==> src/rtl/gb_bank_arbiter.sv <==
// Global-buffer SRAM port arbiter: round-robin grant over four data-type requesters,
// type-relative to absolute bank mapping, range checking and read-response routing.
module gb_bank_arbiter #(
  parameter int AW       = 10,
  parameter int DW       = 96,
  parameter int SRAM_LAT = 1
) (
  input  logic            clk,
  input  logic            rst,
  input  logic            cfg_load,
  input  logic [3:0]      cfg_num_wei,
  input  logic [3:0]      cfg_num_flgwei,
  input  logic [3:0]      cfg_num_act,
  input  logic [3:0]      cfg_num_flgact,
  output logic            cfg_err,
  output logic            run,
  input  logic [3:0]      req_vld,
  output logic [3:0]      req_rdy,
  input  logic [3:0]      req_we,
  input  logic [15:0]     req_cor_id,
  input  logic [4*AW-1:0] req_addr,
  input  logic [4*DW-1:0] req_wdata,
  output logic            sram_en,
  output logic            sram_we,
  output logic [5:0]      sram_abs_id,
  output logic [AW-1:0]   sram_addr,
  output logic [DW-1:0]   sram_wdata,
  input  logic [DW-1:0]   sram_rdata,
  output logic [3:0]      rsp_vld,
  output logic [DW-1:0]   rsp_rdata,
  output logic            err_vld,
  output logic [1:0]      err_src
);

  localparam int unsigned LAT = SRAM_LAT;
  localparam int unsigned IW  = 2 * SRAM_LAT;
  localparam logic [LAT-1:0] HEAD = LAT'(1) << (LAT - 1);

  typedef enum logic [1:0] {IDLE = 2'd0, RUN = 2'd1, DRAIN = 2'd2} state_t;

  state_t               state;
  logic [1:0]           ptr;
  logic [3:0][3:0]      num;
  logic [3:0][3:0]      pnd;
  logic [3:0][3:0]      cfg_cnt;
  logic [4:0]           cfg_sum;
  logic [4:0]           pnd_sum;
  logic                 gnt;
  logic [1:0]           gnt_idx;
  logic [1:0]           cand;
  logic                 grant_ok;
  logic [3:0]           sel_cor;
  logic [3:0]           sel_base;
  logic                 in_range;
  logic [1:0]           sram_src;
  logic [LAT-1:0]       pipe_v;
  logic [LAT-1:0][1:0]  pipe_idx;
  logic                 rd_issue;
  logic                 inflight;

  assign cfg_cnt = {cfg_num_flgact, cfg_num_act, cfg_num_flgwei, cfg_num_wei};
  assign cfg_sum = 5'(cfg_num_wei) + 5'(cfg_num_flgwei) + 5'(cfg_num_act) + 5'(cfg_num_flgact);
  assign pnd_sum = 5'(pnd[0]) + 5'(pnd[1]) + 5'(pnd[2]) + 5'(pnd[3]);
  assign run     = (state == RUN);

  always_comb begin
    gnt     = 1'b0;
    gnt_idx = ptr;
    cand    = ptr;
    for (int unsigned i = 0; i < 4; i++) begin
      cand = ptr + i[1:0];
      if (!gnt && req_vld[cand]) begin
        gnt     = 1'b1;
        gnt_idx = cand;
      end
    end
  end

  // Grants stop in the cfg_load cycle itself so no access slips in ahead of a reconfig.
  assign grant_ok = (state == RUN) && !cfg_load && gnt;
  assign req_rdy  = grant_ok ? (4'b0001 << gnt_idx) : '0;
  assign sel_cor  = req_cor_id[gnt_idx*4 +: 4];
  assign in_range = sel_cor < num[gnt_idx];

  always_comb begin
    case (gnt_idx)
      2'd0:    sel_base = '0;
      2'd1:    sel_base = num[0];
      2'd2:    sel_base = num[0] + num[1];
      default: sel_base = num[0] + num[1] + num[2];
    endcase
  end

  // Head stage is delivering its data this cycle, so it no longer holds off the drain.
  assign rd_issue = sram_en && !sram_we;
  assign inflight = rd_issue || (|(pipe_v & ~HEAD));

  assign rsp_vld   = pipe_v[LAT-1] ? (4'b0001 << pipe_idx[LAT-1]) : '0;
  assign rsp_rdata = pipe_v[LAT-1] ? sram_rdata : '0;

  always_ff @(posedge clk) begin
    if (rst) begin
      state       <= IDLE;
      ptr         <= '0;
      num         <= '0;
      pnd         <= '0;
      cfg_err     <= 1'b0;
      err_vld     <= 1'b0;
      err_src     <= '0;
      sram_en     <= 1'b0;
      sram_we     <= 1'b0;
      sram_abs_id <= '0;
      sram_addr   <= '0;
      sram_wdata  <= '0;
      sram_src    <= '0;
      pipe_v      <= '0;
      pipe_idx    <= '0;
    end else begin
      cfg_err  <= 1'b0;
      err_vld  <= 1'b0;
      sram_en  <= 1'b0;
      sram_we  <= 1'b0;
      pipe_v   <= LAT'({pipe_v, rd_issue});
      pipe_idx <= IW'({pipe_idx, sram_src});
      case (state)
        IDLE: begin
          if (cfg_load) begin
            if (cfg_sum <= 5'd16) begin
              num   <= cfg_cnt;
              state <= RUN;
            end else begin
              cfg_err <= 1'b1;
            end
          end
        end
        RUN: begin
          if (cfg_load) begin
            pnd   <= cfg_cnt;
            state <= DRAIN;
          end else if (grant_ok) begin
            ptr <= gnt_idx + 2'd1;
            if (in_range) begin
              sram_en     <= 1'b1;
              sram_we     <= req_we[gnt_idx];
              sram_abs_id <= {gnt_idx, sel_base + sel_cor};
              sram_addr   <= req_addr[gnt_idx*AW +: AW];
              sram_wdata  <= req_wdata[gnt_idx*DW +: DW];
              sram_src    <= gnt_idx;
            end else begin
              err_vld <= 1'b1;
              err_src <= gnt_idx;
            end
          end
        end
        DRAIN: begin
          if (cfg_load) begin
            pnd <= cfg_cnt;
          end else if (!inflight) begin
            if (pnd_sum <= 5'd16) begin
              num   <= pnd;
              state <= RUN;
            end else begin
              cfg_err <= 1'b1;
              state   <= IDLE;
            end
          end
        end
        default: state <= IDLE;
      endcase
    end
  end

endmodule

==> config.mk <==
export PLATFORM = sky130hd
export DESIGN_NAME = gb_bank_arbiter
export DESIGN_NICKNAME = d
export VERILOG_FILES = /design/src/rtl/gb_bank_arbiter.sv
export SDC_FILE = /design/constraint.sdc
export NUM_CORES = 1
export LEC_CHECK = 0
export BUFFER_PORTS_ARGS = -buffer_cell sky130_fd_sc_hd__buf_2
export CAP_MARGIN = 5
export CORE_AREA = 2 2 305 307
export DETAILED_ROUTE_END_ITERATION = 8
export DIE_AREA = 0 0 307 309
export HOLD_SLACK_MARGIN = 0.05
export PLACE_DENSITY = 0.3
export SYNTH_ARGS = -nofsm -noshare
export SYNTH_HDL_FRONTEND = slang
export SYNTH_SLANG_ARGS = --single-unit
==> constraint.sdc <==
create_clock -name clk -period 6 [get_ports clk]
set_input_delay 1.2 -clock clk [delete_from_list [all_inputs] [get_ports clk]]
set_output_delay 1.2 -clock clk [all_outputs]
set_load 0.02 [all_outputs]
==> impl_metrics.tcl, run 1 <==
set metrics [dict create \
    outcome "complete, no violations" \
    ys_ff_latch 157 \
    place_congestion 0.868 \
    rr_endpoint "sram_wdata[17]" \
    post-route-min-period_ps 4510 \
    cp_top_family "buffers and inverters" \
    root_buffer "clkbuf_16" \
    worstHoldStart "sram_wdata[38]" \
    clock_latency_ps 470 \
    grt_busiest_layer "met2" \
    grt_antenna_before_repair 30 \
    ctsHoldBuffers 0 \
    drv_cap 0 \
    p_comb_frac 0.504 \
    p_int_w 0.00281 \
    wl_per_cell_um 20.9 \
    detail_route.vias_per_cell 4.21 \
    cts_buffers 17 \
    fin_nets 3019 \
    seqPwrFrac 0.244 \
    finalSetupViolCount 0 \
    drtIter0Drc 773 \
    core_sq_mm 0.0914 \
    clk_pin_slew_ps 60 \
    crit_path_cell_trace "buf_2, nor2b_1, o21a_1, nor2_4, buf_4, ha_1, and2_1, buf_2" \
    reg2reg_slack_ps 2190 \
    cts_resized 0 \
    cp_num_buf_inv 3 \
    finalHoldViolations 0 \
    clock_path_buffers 2 \
    crit_fanout 56 \
    rsz0062_at_grt "no" \
    critical-path-top-cell-by-count "buf_2" \
    die_w_um 307 \
    tns_ps 0 \
    clock_skew_ps 19.9 \
    floorplan.initialDensity 0.124 \
    dp.cells 3575 \
    fmax_mhz 222 \
    port_buffers 785 \
    routed_wl_mm 75.7 \
    instances_no_fill 3617 \
    arrival_ps 3310 \
    ys_warn_count 0 \
    synth_cell_type_count 49 \
    grt_pass1_vias 15506 \
    grt_pass1_wl_mm 106 \
    power_leakage_nw 8.21 \
    synth_area_sq_mm 0.0113 \
    swShare 0.468 \
    worstPathRequired_ps 4800 \
    pwr-share-clk 0.252 \
    hp-class "reg -> reg" \
    clock-sinks 157 \
    drc 0 \
    ant_nets 0 \
    syn_nets 2355 \
    cpMaxStageDelayCell "buf_4" \
    use_met1 0.157 \
    layout-drive-gt1-share 0.354 \
    p_sw_w 0.00248 \
    ir_worst_vdd_v 0.000260 \
    reg2reg_from "ptr[1]" \
    vias 15222 \
    die_h_um 309 \
    ys_seq_area_frac 0.277 \
    areaGrowthSynthToFinish_pct 50.5 \
    grt_usage 0.152 \
    rows 111 \
    slew_headroom 0.228 \
    tightest_slew_ps 1160 \
    dieArea_sq_mm 0.0949 \
    endpoint_kind "primary output" \
    avgSynthCellArea_sq_um 6.49 \
    hold_end "sram_wdata[38]" \
    io_pins 786 \
    grtUsageMet3 0.0317 \
    critPathKind "in -> out" \
    min_path_cells 2 \
    nFillCells 10635 \
    start_kind "input pin" \
    cts_setup_buffers 0 \
    synth_cells 1744 \
    critical-path-max-stage-delay_ps 560 \
    hpwlAfterDp_mm 60.3 \
    finalCritPeriodShare 0.752 \
    grt-ovfl-total 0 \
    htree_levels 4 \
    cts_tree "built" \
    slew_viol_final 0 \
    grt_max_degree 95 \
    grtUsageMet2 0.289 \
    first_pass_iters 5 \
    p_per_area_mw_per_mm2 310 \
    worst-r2r-cell-count 12 \
]
[cells in the mapped netlist (all sizes together)]
master | number | area, sq um
a21boi | 1 | 7.51
o211ai | 1 | 7.51
buf | 23 | 150
nor3 | 5 | 25.0
nor3b | 2 | 15.0
inv | 41 | 154
or4 | 1 | 7.51
xor2 | 6 | 52.6
fa | 19 | 380
nand3 | 220 | 1100
xnor2 | 7 | 61.3
or3 | 1 | 6.26
a22oi | 1 | 7.51
clkbuf | 140 | 526
nand4 | 107 | 669
a311oi | 1 | 8.76
and3 | 4 | 25.0
a221o | 1 | 10.0
or2 | 1 | 6.26
nand2 | 498 | 1870
nand4b | 1 | 8.76
nor2b | 7 | 43.8
a211oi | 6 | 45.0
o21a | 4 | 30.0
nor4 | 1 | 6.26
o41ai | 3 | 26.3
and2 | 101 | 632
and3b | 1 | 8.76
nor2 | 30 | 113
and4 | 2 | 17.5
o21bai | 1 | 11.3
o21ai | 128 | 648
mux2i | 16 | 160
ha | 29 | 363
a21oi | 151 | 756
a31oi | 5 | 31.3
a211o | 2 | 17.5
nand3b | 1 | 7.51
a221oi | 5 | 50.0
mux2 | 6 | 67.6
a21o | 6 | 45.0
nand2b | 1 | 6.26
dfxtp | 157 | 3140
[area by class of cell]
cell class	instances	area, sq um	area share
flip-flops and latches	157	3140	0.184
clock buffers	17	425	0.0250
diodes	14	35.0	0.00206
repair buffers	808	4150	0.243
inverters	41	164	0.00962
multi-input cells	1383	7400	0.434
clock inverters	11	244	0.0143
well taps	1186	1480	0.0871
[cell families after synthesis]
kind of cell    Yosys count  synth area share
mux                      22            0.0201
buf+inv                 204            0.0732
fa+ha+maj                48            0.0656
compound gates          316             0.150
xor+xnor                 13            0.0101
flops                   157             0.277
simple gates            984             0.403
[worst max-delay path by stage]
stage | from | end | slack (ps) | cells past startpoint
final | req_vld[2] | req_rdy[1] | 1490 | 8
after global routing | req_vld[0] | req_rdy[1] | 1310 | 8
after CTS | req_vld[2] | req_rdy[1] | 1440 | 8
after detailed placement | req_vld[3] | sram_wdata[17] | 1160 | 13
after global placement | req_vld[3] | sram_wdata[52] | 1170 | 13
after floorplan | req_vld[0] | req_rdy[2] | 1440 | 10
[metal layers]
metal	part of all wire	vias to the layer above
met2	0.54	573
li1	-	7268
met5	0.00071	-
met4	0.041	10
met1	0.37	7260
met3	0.050	111
[through the flow]
stage	total power, W	hold slack [ps]	utilization	area (sq um)	setup WS, ps
2_1_floorplan	0.00299	450	-	11300	1440
3_3_place_gp	0.00406	459	0.179	16300	1170
3_5_place_dp	0.00407	464	0.179	16300	1160
4_1_cts	0.00546	473	0.186	17000	1440
5_1_grt	0.00572	489	0.186	17000	1310
6_report	0.00529	473	0.186	17000	1490
[power groups by stage]
stage	combinational, W	sequential [W]	clock [W]
6_report	0.00267	0.00129	0.00133
5_1_grt	0.00297	0.00131	0.00144
4_1_cts	0.00276	0.00129	0.00141
3_5_place_dp	0.00275	0.00131	0
3_3_place_gp	0.00275	0.00131	0
2_1_floorplan	0.00164	0.00135	0
[sequential cells by signal, indices dropped and copies added (netlist names), 2 cells and up]
signal / count
err_src: 2
num: 16
pipe_idx: 2
pnd: 16
ptr: 2
sram_abs_id: 6
sram_addr: 10
sram_wdata: 96
state: 2
[worst register-to-register path: cells and delay by family, from the launching register on]
family	cells	cell delay (ps)
buffers and inverters	2	860
flip-flops	1	380
AO/OA/AOI/OAI	4	1040
AND/OR/NAND/NOR	5	1210
adder cells (fa/ha/maj)	1	230
[cell usage in the layout, fill, tap and decap left out, types with 2 or more instances in the layout]
cell,Yosys,final
diode_2,0,14
mux2_2,6,6
a221oi_1,4,4
nand4_1,107,107
dfxtp_1,157,156
nor3b_1,2,2
buf_12,0,3
xor2_1,6,6
and4_1,2,2
nor2b_1,7,7
clkinv_4,0,3
nand3_1,220,220
a21oi_1,151,151
clkbuf_16,0,17
a31oi_1,5,5
mux2i_1,16,16
o21ai_0,126,126
and2_1,101,101
o41ai_1,3,2
a21o_1,6,6
o21a_1,4,3
and3_1,4,3
buf_2,9,784
a211oi_1,6,6
nor3_1,5,5
bufinv_16,0,7
fa_1,19,19
nand2_1,498,498
xnor2_1,7,7
ha_1,29,29
buf_4,2,20
inv_1,40,39
nor2_1,30,29
a211o_1,2,2
(Power assumes the default switching activity.)
==> run 2: changes to the inputs <==
--- a/config.mk
+++ b/config.mk
@@ -7,11 +7,11 @@
 export LEC_CHECK = 0
 export BUFFER_PORTS_ARGS = -buffer_cell sky130_fd_sc_hd__buf_2
 export CAP_MARGIN = 5
-export CORE_AREA = 2 2 305 307
+export CORE_AREA = 2 2 306 308
 export DETAILED_ROUTE_END_ITERATION = 8
-export DIE_AREA = 0 0 307 309
+export DIE_AREA = 0 0 308 310
 export HOLD_SLACK_MARGIN = 0.05
-export PLACE_DENSITY = 0.3
+export PLACE_DENSITY = 0.31
 export SYNTH_ARGS = -nofsm -noshare
 export SYNTH_HDL_FRONTEND = slang
 export SYNTH_SLANG_ARGS = --single-unit
==> constraint.sdc (replaced) <==
create_clock -name clk -period 4.1 [get_ports clk]
set_input_delay 0.82 -clock clk [delete_from_list [all_inputs] [get_ports clk]]
set_output_delay 0.82 -clock clk [all_outputs]
set_load 0.02 [all_outputs]
==> impl_metrics.tcl, run 2 (same netlist as run 1, synthesis figures left out) <==
set metrics [dict create \
    wl_per_cell_um 19.3 \
    post-route-min-period_ps 3760 \
    pwr-share-clk 0.221 \
    reg_top3 "sram_wdata x96, num x16, pnd x16" \
    p_per_area_mw_per_mm2 457 \
    htree_levels 4 \
    finalWorstSetupSlack_ps 338 \
    worst-r2r-cell-count 13 \
    root_buffer "clkbuf_16" \
    ir_worst_vdd_v 0.000292 \
    core_sq_mm 0.0925 \
    grt_pass1_wl_mm 99.9 \
    rows 112 \
    port_buffers 785 \
    routed_wl_mm 70.5 \
    slew_viol_final 0 \
    finalHoldViolations 0 \
    critical-path-max-stage-delay_ps 530 \
    grt-ovfl-total 0 \
    grt_usage 0.141 \
    cp_num_buf_inv 4 \
    drc 0 \
    power_leakage_nw 8.42 \
    hold_end "sram_wdata[53]" \
    reg2reg_slack_ps 530 \
    critical-path-top-cell-by-count "fa_1" \
    areaGrowthSynthToFinish_pct 53.7 \
    rsz0062_at_grt "no" \
    final_cell_mix "784 x buf_2, 498 x nand2_1, 220 x nand3_1" \
    worstPathRequired_ps 4430 \
    fin_area_sq_mm 0.0174 \
    swShare 0.464 \
    hp-class "reg -> reg" \
    p_int_w 0.00427 \
    cts_resized 0 \
    die_w_um 308 \
    ant_nets 0 \
    start_kind "input pin" \
    slew_headroom 0.449 \
    nFillCells 10864 \
    die_h_um 310 \
    dieArea_sq_mm 0.0955 \
    power_w 0.00796 \
    worstHoldStart "sram_wdata[53]" \
    place_area_sq_mm 0.0168 \
    ctsHoldBuffers 0 \
    largest-register "sram_wdata" \
    clock_latency_ps 470 \
    rr_endpoint "num[4]" \
    floorplan.initialDensity 0.122 \
    cts_buffers 17 \
    io_pins 786 \
    crit_path_cell_trace "buf_2, inv_1, fa_1, inv_1, fa_1, ha_1, fa_1, xor2_1, o41ai_1, nor2_1, a221oi_1, nand3b_1, buf_4, mux2i_1, nor2_1" \
    crit_fanout 9 \
    p_comb_frac 0.543 \
    fin_nets 3058 \
    finalSetupViolCount 0 \
    p_sw_w 0.00369 \
    hpwlAfterDp_mm 55.8 \
    outcome "complete, no violations" \
    first_pass_iters 4 \
    cpMaxStageDelayCell "fa_1" \
    grt_pass1_vias 14848 \
    cts_setup_buffers 0 \
    drtIter0Drc 730 \
    grt_max_degree 113 \
    finalCritPeriodShare 0.918 \
    seqPwrFrac 0.236 \
    clk_pin_slew_ps 70 \
    clock_skew_ps 8.63 \
    clock_path_buffers 2 \
    dp_slack_ps -183 \
    layout-drive-gt1-share 0.364 \
    grt_antenna_before_repair 6 \
    tightest_slew_ps 826 \
    arrival_ps 4100 \
    cp_top_family "adder cells" \
    critPathKind "in -> reg" \
    clock-sinks 157 \
    endpoint_kind "register" \
    drv_cap 0 \
    cts_tree "built" \
    detail_route.vias_per_cell 4.04 \
    critPathLaunch "cfg_num_wei[1]" \
    place_congestion 0.830 \
    fmax_mhz 266 \
    reg2reg_from "pnd[1]" \
    min_path_cells 2 \
    largest_reg_flops 96 \
    vias 14771 \
    layout_commonest_cell "buf_2" \
]
-- run 2: cell count changes in the layout (fill, tap and decap cells not counted), sizes merged --
cell / before / now
buf: 808 / 847
bufinv: 7 / 3
clkbuf: 17 / 20
clkinvlp: 1 / 3
diode: 14 / 2
inv: 41 / 44
-- run 2: final cells by class --
cell class	instances	area (sq um)	share of cell area
Antenna cell	2	5.00	0.000288
Clock buffer	20	447	0.0257
Clock inverter	12	160	0.00920
Inverter	41	161	0.00927
Multi-Input combinational cell	1383	7400	0.425
Sequential cell	157	3140	0.181
Tap cell	1197	1500	0.0861
Timing Repair Buffer	847	4590	0.264
-- run 2: metrics by stage --
stage / cells / utilization / hold slack [ps] / TNS [ps]
floorplan: 1744 / - / 450 / 0
global placement: 3625 / 0.182 / 462 / -2310
detailed placement: 3625 / 0.182 / 463 / -2720
CTS: 3657 / 0.188 / 474 / 0
global route: 3658 / 0.188 / 492 / 0
finish: 3659 / 0.188 / 471 / 0
-- run 2: worst max path at each step --
| stage | slack (ps) | cells past startpoint | end |
|---|---|---|---|
| CTS | 350 | 15 | num[4] |
| detailed placement | -180 | 15 | num[4] |
| global route | 70 | 15 | num[3] |
| global placement | -150 | 15 | num[1] |
| finish | 340 | 15 | num[4] |
| floorplan | 2 | 15 | num[0] |
-- run 2: worst min-delay path, stage by stage (launching register included) --
cell	delay [ps]
dfxtp_1	310
o21ai_0	60
a21oi_1	60
-- run 2: layer usage --
metal	vias up	GRT usage	wire, um
met5	-	0	42
met4	6	0.0496	2010
met3	58	0.0288	3610
met2	468	0.270	38100
met1	6911	0.151	26700
li1	7328	-	-
-- run 2: power groups by stage --
stage | logic, W | registers (W) | clock network [W]
6_report | 0.00432 | 0.00188 | 0.00176
5_1_grt | 0.00485 | 0.00191 | 0.00191
4_1_cts | 0.00445 | 0.00189 | 0.00186
3_5_place_dp | 0.00444 | 0.00192 | 0
3_3_place_gp | 0.00447 | 0.00192 | 0
2_1_floorplan | 0.00240 | 0.00198 | 0
